**config.mk**
```make
export PLATFORM = sky130hd
export DESIGN_NAME = ex_stage
export DESIGN_NICKNAME = d
export VERILOG_FILES = /design/src/rtl/ex_stage_pkg.sv /design/src/rtl/ex_stage_div.sv /design/src/rtl/ex_stage.sv
export SDC_FILE = /design/constraint.sdc
export NUM_CORES = 1
export LEC_CHECK = 0
export BUFFER_PORTS_ARGS = -buffer_cell sky130_fd_sc_hd__buf_4
export CAP_MARGIN = 20
export CORE_UTILIZATION = 35
export CTS_CLUSTER_SIZE = 28
export DETAILED_ROUTE_END_ITERATION = 16
export MAX_ROUTING_LAYER = met4
export SETUP_SLACK_MARGIN = 0.2
export SLEW_MARGIN = 25
export SYNTH_ARGS = -nofsm -noshare
export SYNTH_HDL_FRONTEND = slang
export SYNTH_SLANG_ARGS = --single-unit
```
**constraint.sdc**
```tcl
create_clock -name clk -period 12.25 [get_ports clk]
set_input_delay 3.0625 -clock clk [delete_from_list [all_inputs] [get_ports clk]]
set_output_delay 3.0625 -clock clk [all_outputs]
set_load 0.03 [all_outputs]
```
**src/rtl/ex_stage_pkg.sv**
```systemverilog
// ---------------------------------------------------------------------------
// ex_stage_pkg
// Shared definitions for the execute stage: ALU operation codes, result-class
// selectors, common constant words, write/stall encodings and the divider
// state type. Imported by ex_stage and div_iter.
// ---------------------------------------------------------------------------
package ex_stage_pkg;

    localparam int ALUOP_W    = 8;
    localparam int ALUSEL_W   = 3;
    localparam int REG_ADDR_W = 5;

    // aluop codes (ALUOpBus)
    localparam logic [ALUOP_W-1:0] EXE_NOP_OP  = 8'b0000_0000;
    localparam logic [ALUOP_W-1:0] EXE_AND_OP  = 8'b0010_0100;
    localparam logic [ALUOP_W-1:0] EXE_OR_OP   = 8'b0010_0101;
    localparam logic [ALUOP_W-1:0] EXE_XOR_OP  = 8'b0010_0110;
    localparam logic [ALUOP_W-1:0] EXE_NOR_OP  = 8'b0010_0111;
    localparam logic [ALUOP_W-1:0] EXE_SLL_OP  = 8'b0111_1100;
    localparam logic [ALUOP_W-1:0] EXE_SRL_OP  = 8'b0000_0010;
    localparam logic [ALUOP_W-1:0] EXE_SRA_OP  = 8'b0000_0011;
    localparam logic [ALUOP_W-1:0] EXE_SLT_OP  = 8'b0010_1010;
    localparam logic [ALUOP_W-1:0] EXE_SLTU_OP = 8'b0010_1011;
    localparam logic [ALUOP_W-1:0] EXE_ADDU_OP = 8'b0010_0001;
    localparam logic [ALUOP_W-1:0] EXE_SUBU_OP = 8'b0010_0011;
    localparam logic [ALUOP_W-1:0] EXE_DIV_OP  = 8'b0001_1010;
    localparam logic [ALUOP_W-1:0] EXE_DIVU_OP = 8'b0001_1011;

    // alusel codes (ALUSelBus): which result class drives wdata
    localparam logic [ALUSEL_W-1:0] EXE_RES_NOP        = 3'b000;
    localparam logic [ALUSEL_W-1:0] EXE_RES_LOGIC      = 3'b001;
    localparam logic [ALUSEL_W-1:0] EXE_RES_SHIFT      = 3'b010;
    localparam logic [ALUSEL_W-1:0] EXE_RES_ARITHMETIC = 3'b100;

    localparam logic [31:0] ZERO_WORD     = 32'h0000_0000;
    localparam logic        WRITE_ENABLE  = 1'b1;
    localparam logic        WRITE_DISABLE = 1'b0;
    localparam logic        STOP          = 1'b1;
    localparam logic        NO_STOP       = 1'b0;

    // Divider FSM states
    typedef enum logic [1:0] {
        DIV_IDLE = 2'b00,
        DIV_ZERO = 2'b01,
        DIV_ON   = 2'b10,
        DIV_END  = 2'b11
    } div_state_t;

    // True for either divide opcode (signed or unsigned)
    function automatic logic is_div_op(input logic [ALUOP_W-1:0] op);
        return (op == EXE_DIV_OP) || (op == EXE_DIVU_OP);
    endfunction

endpackage

```
**src/rtl/ex_stage_div.sv**
```systemverilog
// ---------------------------------------------------------------------------
// div_iter
// Iterative radix-2 restoring divider, one quotient bit per clock.
//   clk, rst   clock / asynchronous active-high reset
//   start      request a divide (already qualified by the caller)
//   signed_op  1 = DIV (two's complement operands), 0 = DIVU
//   annul      abort whatever is in flight; FSM returns to IDLE next edge
//   opdata1    dividend
//   opdata2    divisor
//   result     {remainder, quotient}, valid while ready = 1
//   ready      high for exactly one cycle (END state)
//   stall      high while the divide still needs the pipeline held
// Timing: IDLE(start) -> ON x DATA_W -> END, or IDLE -> DIVZERO -> END.
// ---------------------------------------------------------------------------
module div_iter
    import ex_stage_pkg::*;
#(
    parameter int DATA_W = 32
) (
    input  logic                clk,
    input  logic                rst,
    input  logic                start,
    input  logic                signed_op,
    input  logic                annul,
    input  logic [DATA_W-1:0]   opdata1,
    input  logic [DATA_W-1:0]   opdata2,
    output logic [2*DATA_W-1:0] result,
    output logic                ready,
    output logic                stall
);

    localparam int CNT_W = $clog2(DATA_W);

    div_state_t           state_reg;
    logic [DATA_W-1:0]    rem_reg;       // partial remainder
    logic [DATA_W-1:0]    quo_reg;       // dividend shifting out / quotient shifting in
    logic [DATA_W-1:0]    divisor_reg;
    logic [CNT_W-1:0]     cnt_reg;
    logic                 neg_quo_reg;   // quotient must be negated at the end
    logic                 neg_rem_reg;   // remainder takes the dividend's sign
    logic [2*DATA_W-1:0]  result_reg;

    // Magnitudes used for the signed case; DIVU takes operands untouched.
    // |0x80..0| is representable as an unsigned magnitude, so no overflow here.
    logic [DATA_W-1:0] op1_abs;
    logic [DATA_W-1:0] op2_abs;

    always_comb begin
        op1_abs = opdata1;
        op2_abs = opdata2;
        if (signed_op && opdata1[DATA_W-1]) begin
            op1_abs = -opdata1;
        end
        if (signed_op && opdata2[DATA_W-1]) begin
            op2_abs = -opdata2;
        end
    end

    // One restoring step: bring the next dividend bit into the remainder and
    // try to subtract the divisor. The extra top bit of diff is the borrow.
    logic [DATA_W:0]   shifted;
    logic [DATA_W:0]   diff;
    logic [DATA_W-1:0] step_rem;
    logic [DATA_W-1:0] step_quo;
    logic [DATA_W-1:0] final_quo;
    logic [DATA_W-1:0] final_rem;

    always_comb begin
        shifted = {rem_reg, quo_reg[DATA_W-1]};
        diff    = shifted - {1'b0, divisor_reg};
        if (diff[DATA_W]) begin
            // Borrow: divisor did not fit, keep the shifted remainder
            step_rem = shifted[DATA_W-1:0];
            step_quo = {quo_reg[DATA_W-2:0], 1'b0};
        end else begin
            step_rem = diff[DATA_W-1:0];
            step_quo = {quo_reg[DATA_W-2:0], 1'b1};
        end
        // Sign correction applied to the last step's output as it is registered
        final_quo = neg_quo_reg ? -step_quo : step_quo;
        final_rem = neg_rem_reg ? -step_rem : step_rem;
    end

    always_ff @(posedge clk or posedge rst) begin
        if (rst) begin
            state_reg   <= DIV_IDLE;
            rem_reg     <= '0;
            quo_reg     <= '0;
            divisor_reg <= '0;
            cnt_reg     <= '0;
            neg_quo_reg <= 1'b0;
            neg_rem_reg <= 1'b0;
            result_reg  <= '0;
        end else if (annul) begin
            state_reg <= DIV_IDLE;
        end else begin
            case (state_reg)
                DIV_IDLE: begin
                    if (start) begin
                        if (opdata2 == '0) begin
                            state_reg <= DIV_ZERO;
                        end else begin
                            state_reg   <= DIV_ON;
                            rem_reg     <= '0;
                            quo_reg     <= op1_abs;
                            divisor_reg <= op2_abs;
                            cnt_reg     <= '0;
                            neg_quo_reg <= signed_op & (opdata1[DATA_W-1] ^ opdata2[DATA_W-1]);
                            neg_rem_reg <= signed_op & opdata1[DATA_W-1];
                        end
                    end
                end
                DIV_ZERO: begin
                    result_reg <= '0;
                    state_reg  <= DIV_END;
                end
                DIV_ON: begin
                    rem_reg <= step_rem;
                    quo_reg <= step_quo;
                    if (cnt_reg == CNT_W'(DATA_W - 1)) begin
                        result_reg <= {final_rem, final_quo};
                        state_reg  <= DIV_END;
                    end else begin
                        cnt_reg <= cnt_reg + 1'b1;
                    end
                end
                DIV_END: begin
                    state_reg <= DIV_IDLE;
                end
                default: begin
                    state_reg <= DIV_IDLE;
                end
            endcase
        end
    end

    assign result = result_reg;
    assign ready  = (state_reg == DIV_END);

    // The stall must already be up in the IDLE cycle the op arrives in,
    // hence the combinational term on start. END releases the pipeline.
    assign stall = !annul &&
                   (((state_reg == DIV_IDLE) && start) ||
                    (state_reg == DIV_ZERO) ||
                    (state_reg == DIV_ON));

endmodule

```
**src/rtl/ex_stage.sv**
```systemverilog
// ---------------------------------------------------------------------------
// ex_stage
// Execute stage between ID/EX and EX/MEM. Logic, shift and arithmetic results
// are combinational; DIV/DIVU run on div_iter and hold the pipeline through
// stallreq_o until the HI/LO pair is written in the divider's END cycle.
//   clk, rst            clock / asynchronous active-high reset
//   aluop_i, alusel_i   operation code and result class from ID/EX
//   reg1_i, reg2_i      operands (reg1 supplies the shift amount)
//   wd_i, wreg_i        destination GPR and write enable
//   annul_i             flush: abort any in-flight divide
//   wd_o, wreg_o        destination / enable to EX/MEM (wreg forced 0 on divides)
//   wdata_o             GPR write data
//   whilo_o, hi_o, lo_o HI/LO write (remainder / quotient), only in END
//   stallreq_o          hold PC/IF/ID/ID-EX
// While rst is asserted every output is driven to 0.
// ---------------------------------------------------------------------------
module ex_stage
    import ex_stage_pkg::*;
#(
    parameter int DATA_W = 32,
    parameter int OP_W   = 8,
    parameter int SEL_W  = 3
) (
    input  logic              clk,
    input  logic              rst,
    input  logic [OP_W-1:0]   aluop_i,
    input  logic [SEL_W-1:0]  alusel_i,
    input  logic [DATA_W-1:0] reg1_i,
    input  logic [DATA_W-1:0] reg2_i,
    input  logic [4:0]        wd_i,
    input  logic              wreg_i,
    input  logic              annul_i,
    output logic [4:0]        wd_o,
    output logic              wreg_o,
    output logic [DATA_W-1:0] wdata_o,
    output logic              whilo_o,
    output logic [DATA_W-1:0] hi_o,
    output logic [DATA_W-1:0] lo_o,
    output logic              stallreq_o
);

    logic                is_div;
    logic                div_start;
    logic                div_ready;
    logic                div_stall;
    logic [2*DATA_W-1:0] div_result;

    assign is_div    = is_div_op(aluop_i);
    assign div_start = is_div && !annul_i;

    div_iter #(
        .DATA_W (DATA_W)
    ) u_div (
        .clk       (clk),
        .rst       (rst),
        .start     (div_start),
        .signed_op (aluop_i == EXE_DIV_OP),
        .annul     (annul_i),
        .opdata1   (reg1_i),
        .opdata2   (reg2_i),
        .result    (div_result),
        .ready     (div_ready),
        .stall     (div_stall)
    );

    // ---------------- ALU result classes ----------------
    logic [DATA_W-1:0] logic_res;
    logic [DATA_W-1:0] shift_res;
    logic [DATA_W-1:0] arith_res;
    logic [4:0]        shamt;

    assign shamt = reg1_i[4:0];

    always_comb begin
        logic_res = '0;
        case (aluop_i)
            EXE_OR_OP:  logic_res = reg1_i | reg2_i;
            EXE_AND_OP: logic_res = reg1_i & reg2_i;
            EXE_XOR_OP: logic_res = reg1_i ^ reg2_i;
            EXE_NOR_OP: logic_res = ~(reg1_i | reg2_i);
            default:    logic_res = '0;
        endcase
    end

    always_comb begin
        shift_res = '0;
        case (aluop_i)
            EXE_SLL_OP: shift_res = reg2_i << shamt;
            EXE_SRL_OP: shift_res = reg2_i >> shamt;
            EXE_SRA_OP: shift_res = $signed(reg2_i) >>> shamt;
            default:    shift_res = '0;
        endcase
    end

    always_comb begin
        arith_res = '0;
        case (aluop_i)
            EXE_ADDU_OP: arith_res = reg1_i + reg2_i;
            EXE_SUBU_OP: arith_res = reg1_i - reg2_i;
            EXE_SLT_OP:  arith_res = {{(DATA_W-1){1'b0}}, ($signed(reg1_i) < $signed(reg2_i))};
            EXE_SLTU_OP: arith_res = {{(DATA_W-1){1'b0}}, (reg1_i < reg2_i)};
            default:     arith_res = '0;
        endcase
    end

    // ---------------- Output glue ----------------
    always_comb begin
        wd_o       = '0;
        wreg_o     = WRITE_DISABLE;
        wdata_o    = '0;
        whilo_o    = WRITE_DISABLE;
        hi_o       = '0;
        lo_o       = '0;
        stallreq_o = NO_STOP;
        if (!rst) begin
            wd_o   = wd_i;
            // Divides deliver through HI/LO only, never the GPR file
            wreg_o = is_div ? WRITE_DISABLE : wreg_i;
            case (alusel_i)
                EXE_RES_LOGIC:      wdata_o = logic_res;
                EXE_RES_SHIFT:      wdata_o = shift_res;
                EXE_RES_ARITHMETIC: wdata_o = arith_res;
                default:            wdata_o = '0;
            endcase
            stallreq_o = div_stall ? STOP : NO_STOP;
            // A flush landing in END suppresses the HI/LO write too
            if (div_ready && !annul_i) begin
                whilo_o = WRITE_ENABLE;
                hi_o    = div_result[2*DATA_W-1:DATA_W];
                lo_o    = div_result[DATA_W-1:0];
            end
        end
    end

endmodule

```
# --- Word level (Yosys, flattened, before mapping) ---
# Index checks and enable logic that the tools add are counted.
word_totals:
  wordCells: 114
  rom_bits: 0
  memories: 0
  reg_bits: 169
  latchBits: 0
  ramBits: 0
op_classes:
  mul: 0
  add_sub_neg: 8
  n_div: 0
  n_reduce_logical: 19
  shifts: 3
  bitwise_logic: 9
  muxes: 39
  n_eq_ne: 26
  magnitude_cmp: 2
op_table:
  columns: ["cell", "n"]
  rows:
  - ["2-to-1 mux 32 bit", 14]
  - ["one-hot mux 32 bit (4 select lines)", 2]
  - ["one-hot mux 32 bit (3 select lines)", 2]
  - ["negator 32 bit", 4]
  - ["one-hot mux 32 bit (2 select lines)", 2]
  - ["one-hot mux 64 bit (2 select lines)", 1]
  - ["== test 8 x 6 -> 1 bit (second input constant)", 8]
  - ["< comparator 32 bit", 2]
  - ["2-to-1 mux 64 bit", 1]
  - ["subtractor 33 x 32 -> 33 bit", 1]
  - ["adder 32 bit", 1]
  - ["AND 32 bit", 1]
  - ["zero test 32 bit", 1]
  - ["inverter 32 bit", 1]
  - ["OR 32 bit", 1]
  - ["<< shifter 32 x 5 -> 32 bit", 1]
  - ["right shift 32 x 5 -> 32 bit", 1]
  - [">>> shifter 32 x 5 -> 32 bit", 1]
  - ["subtractor 32 bit", 1]
  - ["bitwise XOR 32 bit", 1]
  - ["2-to-1 mux 5 bit", 4]
  - ["== test 8 x 2 -> 1 bit (second input constant)", 2]
  - ["== test 8 x 5 -> 1 bit (second input constant)", 2]
  - ["one-hot mux 5 bit (2 select lines)", 1]
  - ["26 further kinds", 50]

# --- Logic depth before layout (Yosys ltp) ---
depth:
  word_depth: 9
  mapped_depth: 23
  ltp_nobuf: 21

# --- By module ---
# Synthesis repeated with hierarchy kept, for this count alone.
hier_totals:
  cells_unflattened: 2939
  hier_area_um2: 21858.5
modules_own_cells:
  columns: ["mod", "area_each_um2", "cells_per_inst", "n_inst"]
  rows:
  - ["div_iter", 12216.7, 1564, 1]
  - ["ex_stage", 9641.7, 1375, 1]

# --- Worst setup path before layout ---
# Ideal clock, no wire load.
synth_timing:
  path_type: "input to output"
  startpoint: "input rst"
  endpoint: "output wdata_o[11]"
  t_required_ns: 9.188
  n_path_buf: 0
  t_arrival_ns: 8.071
  path_stages: 5
  setup_slack_ns: 1.117
  path_cell_list: "inv_1 o21ai_1 inv_1 nand2_1 o22ai_1"
synth_between:
  elab_chain_cells: 1
synth_lines:
  columns: ["item", "line", "rtl"]
  rows:
  - ["start, declared", "ex_stage.sv:25", "input logic rst,"]
  - ["2-to-1 mux 32 bit", "ex_stage.sv:115", "if (!rst) begin"]
  - ["end, declared", "ex_stage.sv:35", "output logic [DATA_W-1:0] wdata_o,"]
# Every way passes these cells.

# --- Worst setup path after layout ---
layout_timing:
  startpoint: "input reg1_i[1]"
  endpoint: "output wdata_o[29]"
layout_between:
  elab_chain_cells: 4
  elab_cells_between_ends: 9
  classes_between: "add/sub (2); shift (3); mux (4)"
layout_lines:
  columns: ["item", "line", "rtl"]
  rows:
  - ["start, declared", "ex_stage.sv:28", "input logic [DATA_W-1:0] reg1_i,"]
  - ["subtractor 32 bit, or another cell as far along", "ex_stage.sv:99", "EXE_SUBU_OP: arith_res = reg1_i - reg2_i;"]
  - ["one-hot mux 32 bit (4 select lines) or one-hot mux 32 bit (3 select lines) (tied branches)", "ex_stage.sv:97, ex_stage.sv:87", null]
  - ["one-hot mux 32 bit (3 select lines) (*)", "ex_stage.sv:119", "case (alusel_i)"]
  - ["2-to-1 mux 32 bit (*)", "ex_stage.sv:115", null]
# Every way passes the cells marked *; elsewhere a longest branch is shown, timed or not.

==> metrics.txt <==
Slew Limit Fails=0; hpwl dp=66.1 mm; static leakage=0.0101 µW; first-pass GRT wire length=128 mm; clock skew=14.0 ps; worst-skew pair later-pin latency=about 460 ps; Wirelength per Cell=22.8 µm; post-route ant nets=0; Multi-input gate area=between 15000 and 20000 µm²; total power=4480 µW; Via density=around 5.9; Placement Rows=slightly below 90; max FFs per register=64; Worst setup EP type=output port; worst-path fanout max=46; Starting Density=0.357; Tmin final=10390 ps; Slew headroom=0.330; top post-synthesis cells by area=dfrtp_1 (20%), ha_1 (8.4%), o21ai_0 (7.7%); Setup TNS=0 ps; Setup crit start kind=input port; fmax=~0.096 GHz; dominant synthesized flop cell=dfrtp_1; Final period util=0.848; Worst EP arrival=approximately 7300 ps; Ports=188; CTS Buf Count=17; count leader, synth=nand2_1; post-synthesis sequential area ratio=0.199; share of layout cells above drive strength 1=0.113; Clock Pin Slew Worst Setup and Hold Paths=70 ps; Commonest cells post-synth=nand2_1 (363), o21ai_0 (329), a21oi_1 (229), nor2_1 (227), clkbuf_1 (170); vias=22.1k; post-CTS setup buffers=0; Min-Delay Path Class=flip-flop to flip-flop; Die Wd=248 µm; DRC viols=0; unrepaired setup endpoints after global routing=false; pin count of the biggest net entering global routing=125; vias in the first global route=slightly above 20k; Slowest Stage Delay on Critical Path=480 ps; Post-synth EDFFs=0; CTS tree=yes; Iter 0 DRT Violations=2469; CTS root buffer=clkbuf_16; global route overflow=0; Final Wtd Congestion=around 1.0; WP buf/inv=4; Crit path top cell by count=buf_4; delay-heaviest family, CP=compound AO/OA/AOI/OAI gates; critical path's slowest cell=o21ai_0; CP Cell Sequence=buf_4 -> inv_1 -> buf_4 -> ha_1 -> o21ba_2 -> o21ai_0 -> a21oi_1 -> o21ai_0 -> nand3_1 -> and3_1 -> o31a_1 -> a31o_2 -> o21a_1 -> a211o_1 -> a21oi_1 -> buf_4; Syn Nets=around 3.1k; PwrDens=189 nW/µm²; max_cap viols=0; DIE HEIGHT=around 250 µm; Sequential Area=4230 µm²; Mapped Area=between 20000 and 25000 µm²; Data required, critical path=about 9200 ps; CTS Hold Bufs=0; CP Class=input port to output port; FF+latch count, synth=169; Worst-Margin Slew=998 ps; VDD IR-drop max=0.231 mV; Mapped Avg Cell Area=7.30 µm²; Ys Warns=0; setup violators final=0; Synth top area share=0.199; Layout fillers=6322; initial antenna violation count=1; TritonRoute pass-1 iters=6; PortBufs=187; H-tree levels=4; Area Growth Syn to Fin=11.7%; Cells after Synth=2912; clock sinks=169; Clock Path Buffers=2; Core ar.=59500 µm²; most area-hungry cell type in the Yosys netlist=dfrtp_1; die area=about 62000 µm²; CTS resizes=0; async set-reset flop share out of synthesis=1.00; # nets final=3175; final WL=around 85 mm; status=finished, final reports clean; gr usage total=0.280; final hold vios=0; post-synth cell types=81
-- worst paths after layout --
kind                       slack [ps]  cells past startpoint          endpoint         startpoint
max                              1860                     16       wdata_o[29]          reg1_i[1]
min                               470                      2  u_div.result[49]   u_div.result[49]
max reg2reg                      6060                     20  u_div.result[30]  u_div.quo_reg[31]
min reg2reg                       470                      2  u_div.result[49]   u_div.result[49]
max in group asynchronous        8380                      3  u_div.quo_reg[6]                rst
min in group asynchronous        2680                      2  u_div.cnt_reg[4]                rst
-- where the power goes --
part | switching (µW) | internal (µW) | total (µW)
Clock | 253 | 284 | 537
Combinational | 1970 | 1110 | 3080
Sequential | 191 | 672 | 863
-- final cells by class --
class | instances | share of cell area
multi-input combinational | 2386 | 0.663
sequential | 169 | 0.178
timing repair buffer | 217 | 0.0692
tap | 773 | 0.0408
inverter | 155 | 0.0247
clock buffer | 17 | 0.0179
clock inverter | 14 | 0.00596
antenna | 1 | 0.000105
-- cell families (layout without fill, tap and decap cells) --
group | after synthesis | in the layout | share of synthesized area
and+or+nand+nor | 967 | 967 | 0.213
AOI/OAI and AO/OA | 922 | 922 | 0.266
buffers and inverters | 357 | 403 | 0.0635
xor gates and xnor gates | 191 | 191 | 0.0787
DFF | 169 | 169 | 0.199
muxes | 161 | 161 | 0.0926
adders and majority gates | 145 | 145 | 0.0864
other | 0 | 1 | 0
-- stage by stage --
step                setup slack (ps)  hold WS [ps]   util  cells  area [µm²]
finish                          1860           470  0.399   3732       23700
global route                    1720           501  0.399   3732       23700
CTS                             1960           478  0.398   3730       23700
detailed placement              1980           463  0.389   3699       23100
global placement                1930           456  0.389   3699       23100
floorplan                       1120           438      -   2912       21200
-- tightest hold or removal path: stages, from the launching register on --
cell and delay [ps]:
dfrtp_1 340, nand2_1 40, o21ai_0 50
-- metal layers --
layer | global-route usage | share of wire | vias up
li1 | - | - | 10500
met1 | 0.394 | 0.46 | 10600
met2 | 0.411 | 0.43 | 953
met3 | 0.0372 | 0.076 | 123
met4 | 0.0911 | 0.032 | 0
met5 | - | 0 | -
-- cell usage in the layout, fill, tap and decap left out, drive strengths merged, types with 19 or more instances in the layout --
cell,count
a211oi,31
a21o,29
a21oi,229
a221oi,19
a22oi,19
a31oi,30
and2,82
buf,217
dfrtp,169
ha,142
inv,158
mux2i,119
mux4,27
nand2,363
nand2b,26
nand3,54
nand4,24
nor2,228
nor3,57
o211ai,22
o21ai,336
o31ai,58
or3,39
xnor2,143
xor2,48
Note: power is estimated with default switching activity, not from simulation.
